### config.mk
export PLATFORM = sky130hd
export DESIGN_NAME = nvr_mem_ctrl
export DESIGN_NICKNAME = d
export VERILOG_FILES = /design/src/rtl/nvr_mem_ctrl.sv
export SDC_FILE = /design/constraint.sdc
export NUM_CORES = 1
export LEC_CHECK = 0
export ABC_AREA = 1
export BUFFER_PORTS_ARGS = -buffer_cell sky130_fd_sc_hd__buf_4
export CELL_PAD_IN_SITES_DETAIL_PLACEMENT = 1
export CELL_PAD_IN_SITES_GLOBAL_PLACEMENT = 2
export CORE_ASPECT_RATIO = 2
export CORE_UTILIZATION = 29
export CTS_CLUSTER_SIZE = 14
export DETAILED_ROUTE_END_ITERATION = 16
export PLACE_DENSITY_LB_ADDON = 0.1
export SLEW_MARGIN = 20
export SYNTH_ARGS = -nofsm -noshare
export SYNTH_HDL_FRONTEND = slang
export SYNTH_SLANG_ARGS = --single-unit
### constraint.sdc
create_clock -name clk -period 6.6 [get_ports clk]
set_input_delay 0.66 -clock clk [delete_from_list [all_inputs] [get_ports clk]]
set_output_delay 0.66 -clock clk [all_outputs]
set_load 0.01 [all_outputs]
### src/rtl/nvr_mem_ctrl.sv
// Sequencer for one NVR_TOP macro: power-on POR pulse, then single-request
// read/write accesses with WE setup, CE strobe, WE hold and RDY handshake.
module nvr_mem_ctrl #(
  parameter int ADDR_W    = 7,
  parameter int DATA_W    = 32,
  parameter int POR_CYC   = 10,
  parameter int SETUP_CYC = 2,
  parameter int CE_CYC    = 1,
  parameter int RD_CYC    = 2,
  parameter int HOLD_CYC  = 7,
  parameter int RDY_TMO   = 255
) (
  input  logic              clk,
  input  logic              reset,
  input  logic              req,
  input  logic              req_we,
  input  logic [ADDR_W-1:0] req_addr,
  input  logic [DATA_W-1:0] req_wdata,
  output logic              req_ready,
  output logic              ack,
  output logic [DATA_W-1:0] rdata,
  output logic              err,
  output logic              init_done,
  output logic [ADDR_W-1:0] nvr_a,
  output logic [DATA_W-1:0] nvr_din,
  output logic              nvr_ce,
  output logic              nvr_we,
  output logic              nvr_por,
  input  logic [DATA_W-1:0] nvr_dout,
  input  logic              nvr_rdy
);

  typedef enum logic [3:0] {
    PON_LO, PON_HI, PON_WAIT, IDLE, SETUP, STROBE, RDWAIT, HOLD, WAIT_RDY
  } state_t;

  // Counter reload values: a state lasting N cycles exits when the count hits 0.
  localparam logic [7:0] POR_LD   = 8'(POR_CYC - 1);
  localparam logic [7:0] SETUP_LD = 8'(SETUP_CYC - 1);
  localparam logic [7:0] CE_LD    = 8'(CE_CYC - 1);
  localparam logic [7:0] RD_LD    = 8'(RD_CYC - 1);
  localparam logic [7:0] HOLD_LD  = 8'(HOLD_CYC - 1);
  localparam logic [7:0] TMO_LD   = 8'(RDY_TMO - 1);

  state_t              state, state_nx;
  logic [7:0]          cnt, cnt_nx;
  logic                ready_nx, ack_nx, err_nx, init_nx;
  logic                ce_nx, we_nx, por_nx;
  logic [ADDR_W-1:0]   a_nx;
  logic [DATA_W-1:0]   din_nx, rdata_nx;
  logic                cnt_zero;

  assign cnt_zero = (cnt == 8'd0);

  always_comb begin
    state_nx = state;
    cnt_nx   = cnt;
    ready_nx = req_ready;
    ack_nx   = 1'b0;
    err_nx   = err;
    init_nx  = init_done;
    ce_nx    = nvr_ce;
    we_nx    = nvr_we;
    por_nx   = nvr_por;
    a_nx     = nvr_a;
    din_nx   = nvr_din;
    rdata_nx = rdata;
    case (state)
      PON_LO: begin
        if (cnt_zero) begin
          state_nx = PON_HI;
          por_nx   = 1'b1;
          cnt_nx   = POR_LD;
        end else cnt_nx = cnt - 8'd1;
      end
      PON_HI: begin
        if (cnt_zero) begin
          state_nx = PON_WAIT;
          por_nx   = 1'b0;
          cnt_nx   = TMO_LD;
        end else cnt_nx = cnt - 8'd1;
      end
      PON_WAIT: begin
        // A timeout still releases the controller; err records that RDY never came.
        if (nvr_rdy || cnt_zero) begin
          state_nx = IDLE;
          init_nx  = 1'b1;
          ready_nx = 1'b1;
          if (!nvr_rdy) err_nx = 1'b1;
        end else cnt_nx = cnt - 8'd1;
      end
      IDLE: begin
        if (req) begin
          state_nx = SETUP;
          a_nx     = req_addr;
          din_nx   = req_wdata;
          we_nx    = req_we;
          ready_nx = 1'b0;
          cnt_nx   = SETUP_LD;
        end
      end
      SETUP: begin
        if (cnt_zero) begin
          state_nx = STROBE;
          ce_nx    = 1'b1;
          cnt_nx   = CE_LD;
        end else cnt_nx = cnt - 8'd1;
      end
      STROBE: begin
        // nvr_we still carries the access direction latched at acceptance.
        if (cnt_zero) begin
          ce_nx = 1'b0;
          if (nvr_we) begin
            state_nx = HOLD;
            cnt_nx   = HOLD_LD;
          end else begin
            state_nx = RDWAIT;
            cnt_nx   = RD_LD;
          end
        end else cnt_nx = cnt - 8'd1;
      end
      RDWAIT: begin
        if (cnt_zero) begin
          state_nx = IDLE;
          rdata_nx = nvr_dout;
          ack_nx   = 1'b1;
          ready_nx = 1'b1;
        end else cnt_nx = cnt - 8'd1;
      end
      HOLD: begin
        if (cnt_zero) begin
          state_nx = WAIT_RDY;
          we_nx    = 1'b0;
          cnt_nx   = TMO_LD;
        end else cnt_nx = cnt - 8'd1;
      end
      WAIT_RDY: begin
        if (nvr_rdy || cnt_zero) begin
          state_nx = IDLE;
          ack_nx   = 1'b1;
          ready_nx = 1'b1;
          if (!nvr_rdy) err_nx = 1'b1;
        end else cnt_nx = cnt - 8'd1;
      end
      default: state_nx = PON_LO;
    endcase
  end

  always_ff @(posedge clk or posedge reset) begin
    if (reset) begin
      state     <= PON_LO;
      cnt       <= POR_LD;
      req_ready <= 1'b0;
      ack       <= 1'b0;
      err       <= 1'b0;
      init_done <= 1'b0;
      nvr_ce    <= 1'b0;
      nvr_we    <= 1'b0;
      nvr_por   <= 1'b0;
      nvr_a     <= '0;
      nvr_din   <= '0;
      rdata     <= '0;
    end else begin
      state     <= state_nx;
      cnt       <= cnt_nx;
      req_ready <= ready_nx;
      ack       <= ack_nx;
      err       <= err_nx;
      init_done <= init_nx;
      nvr_ce    <= ce_nx;
      nvr_we    <= we_nx;
      nvr_por   <= por_nx;
      nvr_a     <= a_nx;
      nvr_din   <= din_nx;
      rdata     <= rdata_nx;
    end
  end

endmodule
==> run_results.csv <==
group,metric,value,unit
sta,hold_viol,0,
sta,tns,0,ns
synth,yosysWarnings,0,
sta,maxSlewViolCount,0,
floorplan,fp.dieH,169,µm
power_and_ir_drop,power_frac_comb,44.0,%
sta,rsz0062_at_grt,"no",
floorplan,die_area,0.0145,mm²
global_routing,busiest_layer,"met2",
placement,numPortBuffers,153,
global_routing,grt_pass1_wl,21500,µm
detailed_routing,viasPerCell,4.44,
synth,yosysTopAreaCellShare,54.3,%
detailed_routing,dr.pass1.iters,4,
sta,fin_skew,0.00625,ns
clocking,clock-root-buffer,"clkbuf_16",
synth,synth_top_area_cell,"dfrtp_1",
synth,synth.distinct_cells,30,
global_routing,grt.total_usage,19.6,%
synth,ys.flop_type,"dfrtp_1",
clocking,clock_latency,0.34,ns
detailed_routing,num_vias,3732,
synth,async_flop_share,100,%
global_routing,grt_util_met1,19.0,%
floorplan,rows,60,
setup_path,rr_worst_depth,10,
cells_and_area,multi_input_area,0.00162,mm²
setup_path,rr_startpoint,"cnt[0]$_DFFE_PP1P_",
cells_and_area,final_area,0.00566,mm²
floorplan,die-width,85.7,µm
hold_path,hold_class,"input port to async pin",
synth,netlist_area,0.00406,mm²
clocking,cts_buffer_depth,2,
clocking,numCtsBuffers,9,
setup_path,cp_max_fo,33,
sta,setup_viol,0,
global_routing,grtUsageMet3,4.57,%
synth,syn_nets,577,
synth,netlist_instances,499,
detailed_routing,avgRoutedWirePerCell,15.9,µm
sta,slew_headroom,45.0,%
power_and_ir_drop,netSwitchingPower,0.00103,W
global_routing,grt-ovfl-total,0,
clocking,cts_resized,0,
cells_and_area,seq_area,0.00225,mm²
setup_path,crit_type,"flop to flop",
detailed_routing,wl,13300,µm
synth,yosys-top-cells-area,"dfrtp_1, nand2_1, nor2_1, nand3_1, nor2_4",
clocking,tritoncts,"yes",
cells_and_area,layout.nets,727,
power_and_ir_drop,pwr-share-clk,20.2,%
placement,dpl-instance-area,0.00535,mm²
synth,synth_edf_count,0,
placement,place_hpwl,10100,µm
sta,fin_crit_sh,35.1,%
synth,ys_seq_elements,90,
floorplan,start_util,29.9,%
global_routing,antenna_found_initial,0,
detailed_routing,drc,0,
synth,seq_area_frac_synth,55.5,%
run_status,outcome,"finished clean",
setup_path,cp.arrival,2.57,ns
clocking,cts.reportedPaths.clkPinSlew,0.07,ns
power_and_ir_drop,power_frac_seq,35.7,%
sta,worst_slew_pin_slew,0.823,ns
detailed_routing,ant_nets,0,
setup_path,crit_path_start,"cnt[0]$_DFFE_PP1P_",
placement,place_congestion,0.809,
detailed_routing,drt_iter0_drc,127,
power_and_ir_drop,vdd_drop_max,0.163,mV
setup_path,end_kind,"flop",
clocking,clock_sinks,90,
cells_and_area,layout-drive-gt1-share,32.3,%
power_and_ir_drop,p_per_area,461,mW/mm²
power_and_ir_drop,p_int,0.00158,W
setup_path,start_kind,"flop",
cells_and_area,fill_cells,1650,
synth,avgSynthCellArea,8.13,µm²
global_routing,grtUsageMet2,38.9,%
run,max_cap_viol_count,0,
power_and_ir_drop,p_sw_share,39.4,%
setup_path,required,6.86,ns
cells_and_area,antenna_cells,0,
global_routing,first_global_vias,4195,
power_and_ir_drop,p_leak,3.04,nW
floorplan,io_pins,154,
cells_and_area,area_growth,39.3,%
clocking,cts_setup_buffers,0,
floorplan,core-area,0.0136,mm²
sta,min_period,2.31,ns
global_routing,grt_max_degree,58,
clocking,htreeDepth,3,
setup_path,regToRegSetupSlack,4.29,ns
setup_path,r2r-end,"cnt[1]$_DFFE_PP0P_",
power_and_ir_drop,total_power,0.00260,W
sta,fmaxAchievable,0.432,GHz
clocking,ctsHoldBuffers,0,
[Yosys cell counts, types with 5 or more instances]
library cell / number
inv_2: 11
nor2_4: 5
nand3_1: 16
nand2_1: 280
dfrtp_1: 88
nor2_1: 22
o21ai_0: 6
nor2_2: 6
nand2_2: 6
buf_2: 6
inv_1: 10
[worst max-delay path by stage]
stage	endpoint	slack [ns]	depth (start not counted)
global placement	cnt[1]$_DFFE_PP0P_	4.36	10
global route	cnt[1]$_DFFE_PP0P_	4.02	10
CTS	cnt[1]$_DFFE_PP0P_	4.20	10
floorplan	ack$_DFF_PP0_	3.61	1
finish	cnt[1]$_DFFE_PP0P_	4.29	10
detailed placement	cnt[1]$_DFFE_PP0P_	4.26	10
[cell type report]
type | count | share of cell area (%)
Sequential cell | 90 | 39.9
Multi-Input combinational cell | 372 | 28.7
Timing Repair Buffer | 155 | 20.6
Clock buffer | 10 | 4.23
Tap cell | 186 | 4.12
Inverter | 21 | 1.42
Clock inverter | 6 | 1.15
[metrics by stage]
stage	hold WS [ns]	setup slack, ns	utilization, %	instances
after floorplan	0.447	3.61	-	499
after global placement	0.462	4.36	39.4	824
after detailed placement	0.467	4.26	39.4	824
after CTS	0.405	4.20	41.6	840
after global routing	0.440	4.02	41.6	840
final	0.397	4.29	41.6	840
[critical path: stages (launching register included)]
cell and delay, ns:
dfstp_2 0.37, inv_1 0.15, ha_1 0.19, nand2_1 0.06
nor2_1 0.15, nand2_2 0.19, nor2_4 0.67, nor2_2 0.12
nand2_4 0.14, nor2_1 0.05, a21oi_1 0.14
[cells by family (layout without fill, tap and decap cells)]
family	count (synthesis)	after routing	share of synthesized area, %
adders and majority gates	2	2	0.616
AOI/OAI and AO/OA	19	19	2.68
buffers and inverters	37	192	4.53
and+or+nand+nor	348	348	36.0
DFF	90	90	55.5
xor gates and xnor gates	3	3	0.647
[cells in the final DEF (no fill, tap or decap), drive strengths merged]
cell	n
nand2	289
buf	155
dfrtp	88
nor2	33
inv	21
nand3	18
o21ai	11
clkbuf	10
nand4	5
a21oi	4
clkinv	4
o21bai	3
xor2	2
ha	2
dfstp	2
and2	1
nand3b	1
xnor2	1
or2	1
a211oi	1
bufinv	1
clkinvlp	1
[power groups by stage]
stage,logic (W),clock network [W],registers [W]
after floorplan,0.000575,0,0.000998
after global placement,0.00115,0,0.000931
after detailed placement,0.00117,0,0.000939
after CTS,0.00118,0.000547,0.000936
after global routing,0.00129,0.000563,0.000961
final,0.00115,0.000527,0.000931
[layer usage]
| metal | up-vias | part of all wire (%) |
|---|---|---|
| met1 | 1809 | 34 |
| met5 | - | 0 |
| li1 | 1825 | - |
| met2 | 84 | 60 |
| met3 | 14 | 4.8 |
| met4 | 0 | 1.8 |
[flip-flops by register name, indices dropped and copies added, names as in the netlist, 4 cells and up]
signal and count:
nvr_din 32, cnt 8, nvr_a 7, rdata 32, state 4
Note: power is estimated with default switching activity, not from simulation.
